<file path="src/rtl/ram_1r1w_arbiter.sv">
// ram_1r1w_arbiter
//
// Shares the write port and the read port of one synchronous 1R1W RAM
// between two requesters. Each port has its own round-robin arbiter with a
// one-bit priority pointer. Accepted reads are tagged with the requester
// index, and the RAM's registered read data is steered back to that
// requester one cycle later.
//
// Parameters:
//   width_p  data width in bits
//   depth_p  RAM depth in words; aw = $clog2(depth_p)
//
// Ports:
//   clk_i            clock; all state updates on the rising edge
//   reset_i          asynchronous, active-high reset
//   wr_valid_i[2]    write request per requester
//   wr_addr_i        write addresses, slice r = [r*aw +: aw]
//   wr_data_i        write data,      slice r = [r*width_p +: width_p]
//   wr_ready_o[2]    write grant
//   rd_valid_i[2]    read request per requester
//   rd_addr_i        read addresses, slice r = [r*aw +: aw]
//   rd_ready_o[2]    read grant
//   rd_data_o        shared read-response data
//   rd_data_valid_o  one-hot response strobe, bit r = response for requester r
//   ram_wr_*         RAM write port
//   ram_rd_*         RAM read port
//   ram_rd_data_i    RAM read data, valid one cycle after ram_rd_valid_o
//
// Build option:
//   RAM_ARB_BYPASS_EN  when defined, a read and a write that handshake in the
//                      same cycle to the same address return the new write
//                      data instead of the old RAM contents.
//
// Handshake: a transfer happens on a rising edge where valid & ready is high.
// Ready is combinational from the valid inputs and the priority pointer;
// valid must never depend on ready. There is no backpressure on responses.

module ram_1r1w_arbiter #(
  parameter int width_p = 8,
  parameter int depth_p = 512,
  localparam int aw = $clog2(depth_p)
) (
  input  logic                 clk_i,
  input  logic                 reset_i,

  input  logic [1:0]           wr_valid_i,
  input  logic [2*aw-1:0]      wr_addr_i,
  input  logic [2*width_p-1:0] wr_data_i,
  output logic [1:0]           wr_ready_o,

  input  logic [1:0]           rd_valid_i,
  input  logic [2*aw-1:0]      rd_addr_i,
  output logic [1:0]           rd_ready_o,
  output logic [width_p-1:0]   rd_data_o,
  output logic [1:0]           rd_data_valid_o,

  output logic                 ram_wr_valid_o,
  output logic [aw-1:0]        ram_wr_addr_o,
  output logic [width_p-1:0]   ram_wr_data_o,

  output logic                 ram_rd_valid_o,
  output logic [aw-1:0]        ram_rd_addr_o,
  input  logic [width_p-1:0]   ram_rd_data_i
);

  // Priority pointers: 0 favours requester 0 on a tie, 1 favours requester 1.
  logic       wr_ptr_q;
  logic       rd_ptr_q;

  // Outstanding read response: pending flag plus the issuing requester.
  logic       rd_pend_q;
  logic       rd_tag_q;

  logic [1:0] wr_gnt;
  logic [1:0] rd_gnt;
  logic       wr_sel;
  logic       rd_sel;

  // Write-port arbiter. Grants are held low while in reset so nothing
  // reaches the RAM.
  always_comb begin
    wr_gnt = 2'b00;
    if (!reset_i) begin
      case (wr_valid_i)
        2'b01:   wr_gnt = 2'b01;
        2'b10:   wr_gnt = 2'b10;
        2'b11:   wr_gnt = wr_ptr_q ? 2'b10 : 2'b01;
        default: wr_gnt = 2'b00;
      endcase
    end
  end

  // Read-port arbiter, independent of the write port.
  always_comb begin
    rd_gnt = 2'b00;
    if (!reset_i) begin
      case (rd_valid_i)
        2'b01:   rd_gnt = 2'b01;
        2'b10:   rd_gnt = 2'b10;
        2'b11:   rd_gnt = rd_ptr_q ? 2'b10 : 2'b01;
        default: rd_gnt = 2'b00;
      endcase
    end
  end

  assign wr_ready_o = wr_gnt;
  assign rd_ready_o = rd_gnt;

  // Index of the granted requester; only meaningful when a grant exists.
  assign wr_sel = wr_gnt[1];
  assign rd_sel = rd_gnt[1];

  assign ram_wr_valid_o = |(wr_valid_i & wr_gnt);
  assign ram_wr_addr_o  = wr_sel ? wr_addr_i[aw +: aw] : wr_addr_i[0 +: aw];
  assign ram_wr_data_o  = wr_sel ? wr_data_i[width_p +: width_p]
                                 : wr_data_i[0 +: width_p];

  assign ram_rd_valid_o = |(rd_valid_i & rd_gnt);
  assign ram_rd_addr_o  = rd_sel ? rd_addr_i[aw +: aw] : rd_addr_i[0 +: aw];

  // After a transfer by requester r the pointer moves to the other one, so a
  // continuously requesting client waits at most one cycle.
  always_ff @(posedge clk_i or posedge reset_i) begin
    if (reset_i) begin
      wr_ptr_q <= 1'b0;
      rd_ptr_q <= 1'b0;
    end else begin
      if (ram_wr_valid_o) wr_ptr_q <= ~wr_sel;
      if (ram_rd_valid_o) rd_ptr_q <= ~rd_sel;
    end
  end

  // Tag register: the RAM returns data exactly one cycle after the read is
  // issued, so a single entry is enough for one read per cycle. Reset drops
  // any outstanding response immediately.
  always_ff @(posedge clk_i or posedge reset_i) begin
    if (reset_i) begin
      rd_pend_q <= 1'b0;
      rd_tag_q  <= 1'b0;
    end else begin
      rd_pend_q <= ram_rd_valid_o;
      rd_tag_q  <= rd_sel;
    end
  end

  // One-hot by construction: never 2'b11.
  assign rd_data_valid_o = {rd_pend_q & rd_tag_q, rd_pend_q & ~rd_tag_q};

`ifdef RAM_ARB_BYPASS_EN
  // Forwarding register: remembers a same-cycle same-address write so the
  // response shows the new value rather than the RAM's pre-write contents.
  logic               fwd_hit_q;
  logic [width_p-1:0] fwd_data_q;

  always_ff @(posedge clk_i or posedge reset_i) begin
    if (reset_i) begin
      fwd_hit_q  <= 1'b0;
      fwd_data_q <= '0;
    end else begin
      fwd_hit_q  <= ram_wr_valid_o && ram_rd_valid_o &&
                    (ram_wr_addr_o == ram_rd_addr_o);
      fwd_data_q <= ram_wr_data_o;
    end
  end

  assign rd_data_o = fwd_hit_q ? fwd_data_q : ram_rd_data_i;
`else
  // Without forwarding a colliding read returns the old RAM contents.
  assign rd_data_o = ram_rd_data_i;
`endif

endmodule

</file>
<file path="config.mk">
export PLATFORM = sky130hd
export DESIGN_NAME = ram_1r1w_arbiter
export DESIGN_NICKNAME = d
export VERILOG_FILES = /design/src/rtl/ram_1r1w_arbiter.sv
export SDC_FILE = /design/constraint.sdc
export NUM_CORES = 1
export LEC_CHECK = 0
export BUFFER_PORTS_ARGS = -buffer_cell sky130_fd_sc_hd__buf_2
export CAP_MARGIN = 30
export CORE_MARGIN = 2
export CORE_UTILIZATION = 27
export DETAILED_ROUTE_END_ITERATION = 10
export PLACE_DENSITY = 0.8
export SLEW_MARGIN = 5
export SYNTH_ARGS = -nofsm -noshare
export SYNTH_HDL_FRONTEND = slang
export SYNTH_SLANG_ARGS = --single-unit
</file>
<file path="constraint.sdc">
create_clock -name clk_i -period 3.1 [get_ports clk_i]
set_clock_uncertainty 0.2 [all_clocks]
set_input_delay 0.93 -clock clk_i [delete_from_list [all_inputs] [get_ports clk_i]]
set_output_delay 0.93 -clock clk_i [all_outputs]
set_load 0.05 [all_outputs]
</file>
-- Word-level counts from Yosys, hierarchy flattened
Cells that the tools add are included.
- memories kept: 0
- word-level logic and storage cells: 28
- bits in read-only memories: 0
- input port bits: 66
- bits in registers: 4
- output and inout bits: 42
- bits in writable memories: 0
- bits in latches: 0
- $add $sub $neg: 0
- equal/unequal tests: 6
- order comparisons: 0
- multipliers: 0
- div/mod/pow operators: 0
- reduce and logical (&&, ||, !) cells: 2
- mux-type cells: 9
- shift operators: 0
- bitwise gates (word level): 7
- operator list (cell ; count):
    $mux 9 ; 2
    $pmux 2 s3 ; 2
    $eq 2x2->1 const B ; 4
    $mux 2 ; 4
    $mux 8 ; 1
    $and 2x2->2 ; 2
    $eq 2x1->1 const B ; 2
    $reduce_or 2->1 ; 2
    $not 1->1 ; 3
    $and 1x1->1 ; 2

-- Longest topological paths before layout
Gate-level depths: netlist of run 1.
- word-level depth: 5
- mapped depth: 4
- depth with buffers taken out: 3

-- Least setup slack after synthesis of run 1
No wires, ideal clock.
- path type: input port to output port
- start: input port wr_valid_i[0]
- end: output port wr_ready_o[0]
- required time: 1970 ps
- data arrival time: 2188 ps
- setup slack: -218 ps
- path buffers: 0
- stages: 2
- cell sequence: inv_1 -> a211oi_1
- cells in the longest elaborated chain, start to end: 3
- elaborated cells between the ends (all ways): 5
- classes of those cells: eq/ne: 3; mux: 2
- RTL lines (element ; RTL line ; text):
    start, declared ; 46 ; input logic [1:0] wr_valid_i,
    $eq 2x2->1 or $eq 2x1->1 (tied branches) ; 84 ; case (wr_valid_i)
    $pmux 2 s3 * ; 84 ;
    $mux 2 * ; 83 ; if (!reset_i) begin
    end, declared ; 49 ; output logic [1:0] wr_ready_o,
Every way passes the cells marked *; elsewhere a longest branch is shown, timed or not.

-- Worst setup path after layout of run 1
- start: input port rd_valid_i[0]
- end: output port ram_rd_addr_o[8]
- cells in the longest elaborated chain, start to end: 4
- elaborated cells between the ends (all ways): 6
- classes of those cells: eq/ne: 3; mux: 3
- RTL lines (element ; RTL line ; text):
    start, declared ; 51 ; input logic [1:0] rd_valid_i,
    $eq 2x2->1 or $eq 2x1->1 (tied branches) ; 97 ; case (rd_valid_i)
    $pmux 2 s3 * ; 97 ;
    $mux 2 * ; 96 ; if (!reset_i) begin
    $mux 9 * ; 119 ; assign ram_rd_addr_o = rd_sel ? rd_addr_i[aw +: aw] : rd_addr_i[0 +: aw];
    end, declared ; 62 ; output logic [aw-1:0] ram_rd_addr_o,
Marks and branches as above.

==> impl_metrics.tcl, run 1 <==
set metrics [dict create \
    status "complete, no violations" \
    clock_sinks 4 \
    grt_pass1_wl_um 3730 \
    cts_buffers 3 \
    clkTransAtPathRegs_ns 0.04 \
    pwr-share-clk_pct 14.3 \
    ant_nets 0 \
    ctsHoldBuffers 0 \
    power.internal_w 0.000251 \
    crit_type "in2out" \
    p_leak_nw 0.802 \
    finalPower_w 0.000482 \
    ys_ff_latch 4 \
    cp_max_fo 10 \
    hold_class "reg2reg" \
    fillers 178 \
    min_period_over_period_pct 99.5 \
    cts.htree.levels 1 \
    p_per_area_nw_per_um2 348 \
    dp_hpwl_um 1870 \
    dieArea_um2 2760 \
    antennaDiodeCount 0 \
    layout-drive-gt1-share_pct 89.0 \
    comb_power_share_pct 71.3 \
    dp_slack_ns -0.0635 \
    ir_drop_v 0.000239 \
    report.final.hold_viol_count 0 \
    grt-ovfl-total 0 \
    final_common_cell "buf_2" \
    syn_area_um2 636 \
    yosys_warnings 0 \
    critical_path.startpoint_type "input pin" \
    cp_data_required_time_ns 1.97 \
    synth_cell_type_count 14 \
    crit_path_end_kind "primary output" \
    synth_seq_area_share_pct 15.7 \
    nets 222 \
    slew_headroom_pct 83.2 \
    crit_arrival_ns 1.95 \
    wl_per_cell_um 14.1 \
    dp_cells 174 \
    cap_viol_max_count 0 \
    gp_congestion 0.786 \
    layout_common_cells "buf_2 (66), mux2_4 (17), buf_4 (14)" \
    drc 0 \
    tns_ns 0 \
    power_switching_w 0.000231 \
    rsz0062_at_grt "no" \
    worstMarginPinSlew_ns 0.253 \
    syn_inst 58 \
    synthesis.nets 124 \
    core_area_um2 2210 \
    cts_tree "done" \
    setup_viol 0 \
    min_period_ns 3.08 \
    layout_setup_ws_ns 0.0164 \
    num_rows 17 \
    reg2reg_slack_ns 1.91 \
    grt_usage_pct 19.6 \
    clock.fmax_mhz 324 \
    clock_latency_ns 0.25 \
    drtIter0Drc 6 \
    die_h_um 52.5 \
    drtPass1Iterations 2 \
    clk_path_buf_depth 2 \
    portBuffers 91 \
    vias_per_cell 4.79 \
    instances_no_fill 182 \
    vias 871 \
    io_pins 108 \
    antenna_found_initial 0 \
    switching_share_pct 47.9 \
    grt_max_degree 11 \
    pwr-share-seq_pct 14.4 \
    routed_wl_um 2570 \
    initial_core_util_pct 28.7 \
    report.final.slew_viol_count 0 \
    grt_pass1_vias 898 \
    clock-root-buffer "clkbuf_4" \
    syn_to_final_growth_pct 118 \
    avgSynthCellArea_um2 11.0 \
    die_x_um 52.5 \
]
area by class of cell:
| type | instances | area (um2) | share of cell area [%] |
|---|---|---|---|
| Inverter | 5 | 23.8 | 1.72 |
| Clock buffer | 3 | 22.5 | 1.63 |
| Sequential cell | 4 | 100 | 7.23 |
| Tap cell | 28 | 35.0 | 2.53 |
| Multi-Input combinational cell | 40 | 474 | 34.2 |
| Timing Repair Buffer | 102 | 729 | 52.7 |
Yosys cell counts, drive strengths merged:
master,n,area (um2)
a21oi,2,10.0
mux2,26,327
buf,9,80.1
nor2b,1,6.26
a31oi,2,12.5
a211oi,2,15.0
nor2,4,15.0
inv,5,21.3
o211ai,2,42.5
and2,1,6.26
dfrtp,4,100
kinds of logic (layout without fill, tap and decap cells):
| kind of cell | Yosys count | after routing | synth area share, % |
|---|---|---|---|
| flip-flops | 4 | 4 | 15.7 |
| AO/OA/AOI/OAI | 8 | 8 | 12.6 |
| AND/OR/NAND/NOR | 6 | 6 | 4.33 |
| multiplexers | 26 | 26 | 51.4 |
| buffers and inverters | 14 | 110 | 15.9 |
critical path, cell delays in order:
cell and delay, ns:
buf_2 0.09, inv_1 0.07, o211ai_4 0.18, buf_12 0.15
mux2_2 0.33, buf_2 0.21
metrics by stage:
step	instance area, um2	hold slack, ns	utilization, %
finish	1390	0.393	62.6
global route	1390	0.420	62.6
CTS	1430	0.391	64.4
detailed placement	1110	0.378	50.3
global placement	1110	0.368	50.3
floorplan	646	0.348	-
power by group through the flow:
stage                     Combinational, W  Sequential [W]  Clock (W)
after detailed placement          0.000281       0.0000696          0
after global routing              0.000358       0.0000704  0.0000773
final                             0.000344       0.0000693  0.0000688
after floorplan                   0.000232       0.0000680          0
after CTS                         0.000348       0.0000691  0.0000709
after global placement            0.000277       0.0000690          0
sequential cells by signal, summed over array words and instances, names as in the netlist:
register,cells
rd_pend_q,1
rd_tag_q,1
rd_ptr_q,1
wr_ptr_q,1
routing by layer:
metal	global-route usage (%)	wire length, um
met4	9.40	48
met1	15.3	718
met2	43.3	1520
met5	0	0
met3	3.14	281
worst paths after layout:
check,startpoint,endpoint,cells after the start
setup / recovery,rd_valid_i[0],ram_rd_addr_o[8],6
setup reg to reg,rd_ptr_q,rd_tag_q,3
hold / removal,rd_ptr_q,rd_ptr_q,1
max in group asynchronous,reset_i,rd_pend_q,3
min in group asynchronous,reset_i,wr_ptr_q,3
hold reg to reg,rd_ptr_q,rd_ptr_q,1
what timing repair did:
item	CTS	global route
hold endpoints to repair	0	0
cloned	2	0
setup buffers	6	0
pin swaps	2	1
endpoints found under the setup margin	26	24
gates resized for setup	55	19
(Power assumes the default switching activity.)
==> run 2, diff against run 1 <==
--- a/config.mk
+++ b/config.mk
@@ -11,7 +11,6 @@
 export CORE_UTILIZATION = 27
 export DETAILED_ROUTE_END_ITERATION = 10
 export PLACE_DENSITY = 0.8
-export SLEW_MARGIN = 5
 export SYNTH_ARGS = -nofsm -noshare
 export SYNTH_HDL_FRONTEND = slang
 export SYNTH_SLANG_ARGS = --single-unit
==> constraint.sdc (replaced) <==
create_clock -name clk_i -period 3.2 [get_ports clk_i]
set_clock_uncertainty 0.2 [all_clocks]
set_input_delay 0.96 -clock clk_i [delete_from_list [all_inputs] [get_ports clk_i]]
set_output_delay 0.96 -clock clk_i [all_outputs]
set_load 0.05 [all_outputs]
==> impl_metrics.tcl, run 2 (same netlist as run 1, synthesis figures left out) <==
set metrics [dict create \
    status "finished, violations left" \
    violations "setup timing" \
    layout-drive-gt1-share_pct 89.0 \
    critical_path.startpoint_type "input pin" \
    critPathMostFrequentCell "buf_8" \
    drtIter0Drc 2 \
    vias_per_cell 4.67 \
    ir_drop_v 0.000202 \
    slowest_stage "mux2_4" \
    setup_viol 1 \
    wl_per_cell_um 14.0 \
    min_period_ns 3.20 \
    clock_latency_ns 0.24 \
    critPathMaxStageDelay_ns 0.31 \
    antennaDiodeCount 0 \
    cap_viol_max_count 0 \
    path_cells "buf_8 > inv_6 > o211ai_4 > clkbuf_16 > mux2_4 > buf_8" \
    crit_buf_inv 4 \
    syn_to_final_growth_pct 119 \
    grt_pass1_wl_um 3300 \
    crit_arrival_ns 2.04 \
    clock_sinks 4 \
    tns_ns -0.00352 \
    layout_common_cells "buf_2 (73), mux2_4 (16), buf_4 (11)" \
    crit_type "in2out" \
    grt_pass1_vias 827 \
    gp_congestion 0.786 \
    clk_path_buf_depth 2 \
    slew_headroom_pct 78.6 \
    critical_path_depth 6 \
    cts_tree "done" \
    min_period_over_period_pct 100 \
    dp_cells 175 \
    postPlaceCellArea_um2 1120 \
    report.final.slew_viol_count 0 \
    io_pins 108 \
    routed_wl_um 2570 \
    rsz0062_at_grt "yes" \
    final_common_cell "buf_2" \
    crit_family "buffers and inverters" \
    instances_no_fill 183 \
    cp_data_required_time_ns 2.04 \
    initial_core_util_pct 28.7 \
    startpoint "wr_valid_i[0]" \
    dieArea_um2 2760 \
    vias 854 \
    antenna_found_initial 0 \
    ant_nets 0 \
    die_h_um 52.5 \
    p_per_area_nw_per_um2 330 \
    report.final.hold_viol_count 0 \
    cp_max_fo 5 \
    cts.htree.levels 1 \
    drtPass1Iterations 2 \
    num_rows 17 \
    drc 0 \
    reg2reg_slack_ns 2.02 \
    finalInstanceArea_um2 1390 \
    portBuffers 91 \
    die_x_um 52.5 \
    core_area_um2 2210 \
    worstReg2RegEnd "rd_tag_q" \
    p_leak_nw 0.808 \
    cts_buffers 3 \
    reg2reg_depth 3 \
    grt_usage_pct 17.0 \
    nets 223 \
    worstMarginPinSlew_ns 0.320 \
    crit_path_end_kind "primary output" \
    rr_startpoint "rd_ptr_q" \
    grt_max_degree 19 \
    clkTransAtPathRegs_ns 0.04 \
    clock-root-buffer "clkbuf_4" \
    crit_path_end "ram_wr_addr_o[8]" \
    clock.fmax_mhz 312 \
    grt-ovfl-total 0 \
    dp_hpwl_um 1890 \
    hold_class "reg2reg" \
    layout_setup_ws_ns -0.00352 \
]
## run 2: worst reg2reg max path, stage by stage, from the launching register on
cell      delay (ns)
dfrtp_1         0.44
o211ai_4        0.23
buf_12          0.15
inv_1           0.05
## run 2: per-layer routing
| metal | vias up | track usage, % | share of wire, % |
|---|---|---|---|
| li1 | 398 | - | - |
| met1 | 368 | 13.8 | 30 |
| met2 | 76 | 34.6 | 56 |
| met3 | 12 | 3.14 | 10 |
| met4 | 0 | 12.4 | 4.2 |
| met5 | - | 0 | 0 |
## run 2: worst min-delay path by stage
stage,from,to,slack [ns],cells past startpoint
finish,wr_ptr_q,wr_ptr_q,0.40,1
global route,reset_i,wr_ptr_q,0.40,2
CTS,wr_ptr_q,wr_ptr_q,0.39,1
detailed placement,wr_ptr_q,wr_ptr_q,0.38,1
global placement,wr_ptr_q,wr_ptr_q,0.37,1
floorplan,rd_ptr_q,rd_ptr_q,0.35,1
## run 2: repair_timing
item	CTS	global route
gates cloned	0	3
hold buffers	0	0
hold endpoints to repair	0	0
pin swaps	1	1
buffers inserted	1	1
setup endpoints to repair	17	17
resized for setup	15	43
## run 2: cell type report
class	instances	area, um2
fill	191	821
sequential	4	100
multi-input combinational	40	470
clock buffer	3	22.5
tap	28	35.0
inverter	5	26.3
timing repair buffer	103	737
## run 2: report_power, final
part	switching [W]	leakage [nW]	total [W]	internal [W]
Combinational	0.000189	0.746	0.000330	0.000141
Sequential	0.00000963	0.0477	0.0000671	0.0000575
Clock	0.0000208	0.0138	0.0000627	0.0000420
## run 2: per-stage QoR
stage          hold WS, ns  utilization, %  setup WS, ns  total power, W
5_1_grt              0.400            62.9       -0.0243        0.000485
4_1_cts              0.389            54.7       -0.0129        0.000421
6_report             0.396            62.9      -0.00352        0.000460
3_3_place_gp         0.369            50.7      -0.00856        0.000336
3_5_place_dp         0.385            50.7       -0.0420        0.000340
2_1_floorplan        0.348               -         0.134        0.000291
==> run 3, diff against run 2 <==
--- a/config.mk
+++ b/config.mk
@@ -7,6 +7,7 @@
 export LEC_CHECK = 0
 export BUFFER_PORTS_ARGS = -buffer_cell sky130_fd_sc_hd__buf_2
 export CAP_MARGIN = 30
+export CORE_ASPECT_RATIO = 1.4
 export CORE_MARGIN = 2
 export CORE_UTILIZATION = 27
 export DETAILED_ROUTE_END_ITERATION = 10
==> impl_metrics.tcl, run 3 (same netlist as run 1, synthesis figures left out) <==
set metrics [dict create \
    status "complete, no violations" \
    clock-root-buffer "clkbuf_4" \
    worstMarginPinSlew_ns 0.319 \
    cp_max_fo 4 \
    routed_wl_um 2810 \
    min_period_ns 3.20 \
    clk_path_buf_depth 2 \
    antenna_found_initial 0 \
    grt-ovfl-total 0 \
    clock_sinks 4 \
    vias 844 \
    antennaDiodeCount 0 \
    ant_nets 0 \
    clock_latency_ns 0.23 \
    postPlaceCellArea_um2 1110 \
    drtPass1Iterations 4 \
    report.final.slew_viol_count 0 \
    ir_drop_v 0.000199 \
    p_per_area_nw_per_um2 335 \
    clock.fmax_mhz 313 \
    rsz0062_at_grt "yes" \
    grt_usage_pct 17.0 \
    dp_cells 169 \
    drtIter0Drc 10 \
    die_x_um 45.0 \
    layout-drive-gt1-share_pct 89.0 \
    die_h_um 61.4 \
    gp_congestion 0.901 \
    dieArea_um2 2760 \
    grt_max_degree 19 \
    initial_core_util_pct 28.9 \
    cts_tree "done" \
    nets 222 \
    report.final.hold_viol_count 0 \
    cp_data_required_time_ns 2.04 \
    instances_no_fill 176 \
    crit_type "in2out" \
    wl_per_cell_um 15.9 \
    setup_viol 0 \
    crit_path_end_kind "primary output" \
    finalInstanceArea_um2 1360 \
    cts.htree.levels 1 \
    grt_pass1_vias 768 \
    slew_headroom_pct 78.6 \
    p_leak_nw 0.790 \
    cts_buffers 3 \
    num_rows 20 \
    core_area_um2 2200 \
    whs_ns 0.398 \
    io_pins 108 \
    hold_class "reg2reg" \
    dp_hpwl_um 2150 \
    crit_arrival_ns 2.04 \
    portBuffers 91 \
    drc 0 \
    critical_path.startpoint_type "input pin" \
    min_period_over_period_pct 99.9 \
    syn_to_final_growth_pct 113 \
    cap_viol_max_count 0 \
    layout_common_cells "buf_2 (74), mux2_4 (14), mux2_2 (12)" \
    finalPower_w 0.000454 \
    grt_pass1_wl_um 3260 \
    vias_per_cell 4.80 \
    final_common_cell "buf_2" \
    clkTransAtPathRegs_ns 0.04 \
    ctsHoldBuffers 0 \
]
[run 3: cell count changes in the layout (fill, tap and decap cells not counted), sizes merged]
cell  delta
buf      -1
[run 3: timing repair]
item,CTS,global route
cloned,0,3
resized for setup,15,36
pin swaps,1,1
endpoints found under the setup margin,17,17
buffers inserted,1,0
[run 3: metrics by stage]
step	setup WS [ns]	setup TNS [ns]	util, %
floorplan	0.134	0	-
global placement	-0.00308	-0.00397	50.6
detailed placement	-0.0554	-0.600	50.6
CTS	-0.0115	-0.0115	54.6
global route	-0.0221	-0.152	61.6
finish	0.00359	0	61.6
[run 3: path summary, 6_finish.rpt]
| path | from | to | slack, ns | depth (start not counted) |
|---|---|---|---|---|
| worst max-delay path | wr_valid_i[0] | ram_wr_addr_o[0] | 0.004 | 6 |
| worst min-delay path | wr_ptr_q | wr_ptr_q | 0.40 | 1 |
| worst max register to register | rd_ptr_q | rd_tag_q | 2.02 | 3 |
| worst min register to register | wr_ptr_q | wr_ptr_q | 0.40 | 1 |
| max in group asynchronous | reset_i | rd_pend_q | 2.12 | 3 |
| min in group asynchronous | reset_i | wr_ptr_q | 0.42 | 2 |
[run 3: power by group]
group          internal [W]  switching, W  total [W]  leakage [nW]
logic              0.000137      0.000188   0.000325         0.728
clock network     0.0000419     0.0000201  0.0000620        0.0138
registers         0.0000575     0.0000100  0.0000675        0.0477
[run 3: layout make-up]
type / instances / area, um2
sequential: 4 / 100
inverter: 5 / 23.8
tap: 22 / 27.5
fill: 181 / 846
multi-input combinational: 40 / 463
timing repair buffer: 102 / 719
clock buffer: 3 / 22.5
[run 3: routing by layer]
metal | GRT usage (%) | part of all wire (%) | up-vias
met3 | 7.04 | 15 | 4
met4 | 10.5 | 1.6 | 0
met5 | 0 | 0 | -
li1 | - | - | 392
met2 | 31.6 | 52 | 87
met1 | 14.6 | 31 | 361
[run 3: worst max-delay path, stage by stage]
cell       delay, ns
buf_8           0.08
inv_4           0.03
o211ai_4        0.28
clkbuf_16       0.22
mux2_4          0.31
buf_8           0.15
